<file path="config.mk">
export PLATFORM = sky130hd
export DESIGN_NAME = multicycle_controller
export DESIGN_NICKNAME = d
export VERILOG_FILES = /design/src/rtl/multicycle_controller.sv
export SDC_FILE = /design/constraint.sdc
export NUM_CORES = 1
export LEC_CHECK = 0
export ABC_AREA = 1
export ABC_CLOCK_PERIOD_IN_PS = 2440
export BUFFER_PORTS_ARGS = -buffer_cell sky130_fd_sc_hd__buf_2
export CAP_MARGIN = 20
export CELL_PAD_IN_SITES_DETAIL_PLACEMENT = 0
export CELL_PAD_IN_SITES_GLOBAL_PLACEMENT = 1
export CORE_UTILIZATION = 26
export DETAILED_ROUTE_END_ITERATION = 10
export GPL_TIMING_DRIVEN = 0
export PLACE_DENSITY_LB_ADDON = 0.1
export SYNTH_ARGS = -nofsm -noshare
export SYNTH_HDL_FRONTEND = slang
export SYNTH_SLANG_ARGS = --single-unit
</file>
<file path="constraint.sdc">
create_clock -name clk -period 2.44 [get_ports clk]
set_input_delay 0.244 -clock clk [delete_from_list [all_inputs] [get_ports clk]]
set_output_delay 0.244 -clock clk [all_outputs]
set_load 0.02 [all_outputs]
</file>
<file path="src/rtl/multicycle_controller.sv">
// Multicycle control unit for the 8-bit accumulator datapath: sequences fetch,
// decode, memory access, execute and branch steps and drives datapath strobes.
module multicycle_controller (
  input  logic       clk,
  input  logic       rst_n,
  input  logic       start,
  input  logic [2:0] opcode,
  input  logic       zero,
  input  logic       mem_ready,
  output logic       mem_read,
  output logic       mem_write,
  output logic       iord,
  output logic       ir_write,
  output logic       mdr_write,
  output logic       pc_write,
  output logic       acc_write,
  output logic       pc_src,
  output logic       acc_src,
  output logic       alu_src_a,
  output logic [1:0] alu_src_b,
  output logic [1:0] alu_func,
  output logic       busy,
  output logic       instr_done
);

  localparam int unsigned OPC_W  = 3;
  localparam int unsigned FUNC_W = 2;

  localparam logic [OPC_W-1:0] OP_ADD = OPC_W'(0);
  localparam logic [OPC_W-1:0] OP_SUB = OPC_W'(1);
  localparam logic [OPC_W-1:0] OP_AND = OPC_W'(2);
  localparam logic [OPC_W-1:0] OP_NOT = OPC_W'(3);
  localparam logic [OPC_W-1:0] OP_LDA = OPC_W'(4);
  localparam logic [OPC_W-1:0] OP_STA = OPC_W'(5);
  localparam logic [OPC_W-1:0] OP_JMP = OPC_W'(6);
  localparam logic [OPC_W-1:0] OP_JZ  = OPC_W'(7);

  typedef enum logic [2:0] {
    S_IDLE   = 3'd0,
    S_FETCH  = 3'd1,
    S_DECODE = 3'd2,
    S_MEM_RD = 3'd3,
    S_EXEC   = 3'd4,
    S_STORE  = 3'd5,
    S_BRANCH = 3'd6
  } state_t;

  state_t state_q, state_d;

  // State register; reset drops to IDLE immediately so all outputs clear at once.
  always_ff @(posedge clk or negedge rst_n) begin
    if (!rst_n) state_q <= S_IDLE;
    else        state_q <= state_d;
  end

  // Next-state and output decode; memory-dependent strobes are Mealy on mem_ready.
  always_comb begin
    state_d    = state_q;
    mem_read   = 1'b0;
    mem_write  = 1'b0;
    iord       = 1'b0;
    ir_write   = 1'b0;
    mdr_write  = 1'b0;
    pc_write   = 1'b0;
    acc_write  = 1'b0;
    pc_src     = 1'b0;
    acc_src    = 1'b0;
    alu_src_a  = 1'b0;
    alu_src_b  = 2'b00;
    alu_func   = FUNC_W'(0);
    instr_done = 1'b0;
    busy       = (state_q != S_IDLE);

    case (state_q)
      S_IDLE: begin
        if (start) state_d = S_FETCH;
      end
      S_FETCH: begin
        mem_read = 1'b1;
        if (mem_ready) begin
          // Load IR and advance PC via ALU (PC + 1) in the same edge.
          ir_write  = 1'b1;
          pc_write  = 1'b1;
          alu_src_b = 2'b01;
          state_d   = S_DECODE;
        end
      end
      S_DECODE: begin
        case (opcode)
          OP_ADD, OP_SUB, OP_AND, OP_LDA: state_d = S_MEM_RD;
          OP_NOT:                         state_d = S_EXEC;
          OP_STA:                         state_d = S_STORE;
          default:                        state_d = S_BRANCH;
        endcase
      end
      S_MEM_RD: begin
        mem_read = 1'b1;
        iord     = 1'b1;
        if (mem_ready) begin
          mdr_write = 1'b1;
          state_d   = S_EXEC;
        end
      end
      S_EXEC: begin
        acc_write  = 1'b1;
        instr_done = 1'b1;
        state_d    = S_FETCH;
        if (opcode == OP_LDA) begin
          acc_src = 1'b1;
        end else begin
          alu_src_a = 1'b1;
          alu_func  = opcode[FUNC_W-1:0];
        end
      end
      S_STORE: begin
        mem_write = 1'b1;
        iord      = 1'b1;
        if (mem_ready) begin
          instr_done = 1'b1;
          state_d    = S_FETCH;
        end
      end
      S_BRANCH: begin
        pc_src     = 1'b1;
        instr_done = 1'b1;
        pc_write   = (opcode == OP_JMP) || ((opcode == OP_JZ) && zero);
        state_d    = S_FETCH;
      end
      default: begin
        state_d = S_IDLE;
      end
    endcase
  end

endmodule

</file>
==> impl_results.md <==
- Status: complete, no violations
- Fmax: 628 MHz
- Share of layout cells above drive strength 1: 38.0%
- Post-DR vias/cell: 4.34
- Max reg flops: 3
- Die H: 40.3 µm
- Register area share after synthesis: 19.7%
- Simple-gate share of the synthesized area: 54.9%
- DRT Wirelength: 924 µm
- Syn Std Cell Area: 380 µm²
- Crit path buf inv count: 3
- Switch Pwr: 0.360 mW
- Biggest register: state_q
- Final core utilization: 40.9%
- Worst VDD drop: 446 µV
- Worst R2R Setup Slack: 1.33 ns
- Worst Path Arrival: 1.35 ns
- Vias in the first global route: 386
- Unrepaired setup endpoints after global routing: false
- Final setup viols: 0
- CP Cell Sequence: inv_2 > nor2_1 > nand2_1 > nor2_1 > buf_4 > buf_2
- R2R depth: 7
- Most common cell on crit path: nor2_1
- Top_reg_cell synth: dfrtp_1
- Syn Inst Count: 65
- Post-route insts no fill: 107
- Pleak: 0.366 nW
- Initial Util: 28.5%
- Residual DRC: 0
- H-tree levels: 1
- Setup TNS Final: 0 ns
- Final hold violation count: 0
- Beginning of the worst register-to-register path: state_q[1]
- Largest net degree at the start of global routing: 9
- Mapped Nets: 73
- Worst Skew: 0.000867 ns
- Comb pwr share: 71.0%
- Switching Fraction: 54.8%
- Xor-xnor portion of the synthesized cell area: 0%
- Buffers on Ports: 22
- Final antenna-violating net count: 0
- Crit. path cell count: 6
- Die ar.: 0.00162 mm²
- Placer Congestion: 0.725
- Core ar.: 0.00133 mm²
- CP Max Fanout: 5
- Post-synth ARST share: 100%
- Min cycle time layout: 1.59 ns
- Adder-cell share of the synthesized area: 0%
- Total global routing overflow: 0
- Synth cell types: 20
- Area Overhead vs Synth: 43.4%
- Row cnt: 13
- Deepest clock path buffer count: 2
- DRT Pass-1 Iters: 2
- Layout Nets: 101
- Seq pwr share: 16.3%
- Final period util: 65.2%
- #FFs+latches synth: 3
- Hold Crit Class: in2async
- Clock power share: 12.7%
- CTS tree: done
- Num ports: 24
- Via count: 464
- CP Capture Type: output port
- First-pass GRT wire length: 1470 µm
- Number of diodes: 0
- Fillers: 157
- GRT Overall Usage: 13.4%
- Post-synthesis mux area share: 0%
- Cts bufs inserted: 3
- CP delay by family, top: flip-flops
- Average wire per standard cell: 8.64 µm
- PD cells: 1200 mW/mm²
- Placed insts: 102
- Slowest stage cell on the critical path: dfrtp_1
- CP startpoint kind: flop
- Detailed router's first-iteration violation count: 12
- Fin. max-slew vios: 0
- Overall Power: 0.657 mW
- CP Class: reg2out
- Main combinational cell family by area after synthesis: simple AND/OR/NAND/NOR gates
- Largest registers: state_q (3)
- Clock transition at path regs: 0.03 ns
- DP HPWL: 742 µm
- Worst skew pair latency: 0.23 ns
- Worst EP required: 2.20 ns
- Compound-gate portion of the synthesized area: 6.58%
- # clock sinks: 3
- Largest stage delay, worst path: 0.43 ns
- Crit Reg-Reg Endpoint: state_q[2]
- Internal: 0.297 mW
- MaxCap Viol Count: 0
- Clk root buf: clkbuf_4
- Avg Cell Area, Syn: 5.85 µm²
- CTS resizes: 0
- EDFF count, synth: 0
- Die Span X: 40.3 µm
- Antenna violations before repair: 0
- Yosys Warn Count: 0
==> worst max-delay path by stage <==
| stage | endpoint | start |
|---|---|---|
| 6_report | alu_src_b[0] | state_q[0] |
| 5_1_grt | alu_src_a | state_q[1] |
| 4_1_cts | alu_src_b[0] | state_q[0] |
| 3_5_place_dp | alu_src_b[0] | state_q[0] |
| 3_3_place_gp | alu_src_b[0] | state_q[0] |
| 2_1_floorplan | alu_src_b[0] | state_q[0] |
==> per-stage QoR <==
stage | setup slack [ns] | area (µm²) | hold slack (ns)
global route | 0.730 | 546 | 0.363
global placement | 1.08 | 509 | 0.0402
CTS | 0.823 | 546 | 0.331
finish | 0.848 | 546 | 0.338
floorplan | 0.985 | 380 | -0.0516
detailed placement | 1.08 | 509 | 0.0421
==> cells in the mapped netlist, types with 2 or more instances <==
library cell  count  area (µm²)
buf_4             2        15.0
dfrtp_1           3        75.1
inv_1             9        33.8
inv_2             2        7.51
nand2_1          22        82.6
nand3_1           7        35.0
nor2_1            7        26.3
==> power groups by stage <==
stage	registers [mW]	logic [mW]	clock network (mW)
6_report	0.107	0.466	0.0837
5_1_grt	0.110	0.513	0.0932
4_1_cts	0.107	0.472	0.0883
2_1_floorplan	0.101	0.352	0
3_3_place_gp	0.108	0.472	0
3_5_place_dp	0.107	0.468	0
==> layout make-up <==
type                       instances  area, µm²  share of cell area, %
buffer                             3       26.3                   4.82
clock buffer                       4       26.3                   4.82
inverter                          11       41.3                   7.57
multi-input combinational         48        238                   43.6
sequential                         3       75.1                   13.8
tap                               15       18.8                   3.44
timing repair buffer              23        120                   22.0
==> cell families after synthesis <==
| group | after synthesis |
|---|---|
| other cells | 1 |
| compound gates | 4 |
| flops | 3 |
| buf+inv | 14 |
| simple gates | 43 |
==> what timing repair did <==
item	4_1_cts	5_1_grt
endpoints found under the setup margin	0	0
hold buffers	1	0
hold endpoints to repair	3	0
buffers inserted	0	0
==> placed cells by master, fill, tap and decap left out, types with 2 or more instances in the layout <==
master	synthesis	layout
buf_2	0	22
inv_2	2	2
inv_1	9	9
buf_4	2	2
clkbuf_4	0	3
dfrtp_1	3	3
nand2_1	22	22
nand3_1	7	7
nor2_1	7	7
==> metal layers <==
layer	wire (µm)	global-route usage, %	share of wire, %	vias to the layer above
met3	57	5.00	6.2	0
li1	-	-	-	255
met2	390	23.0	42	15
met1	476	17.1	52	194
met4	0	0	0	0
met5	0	0	0	-
(Power assumes the default switching activity.)
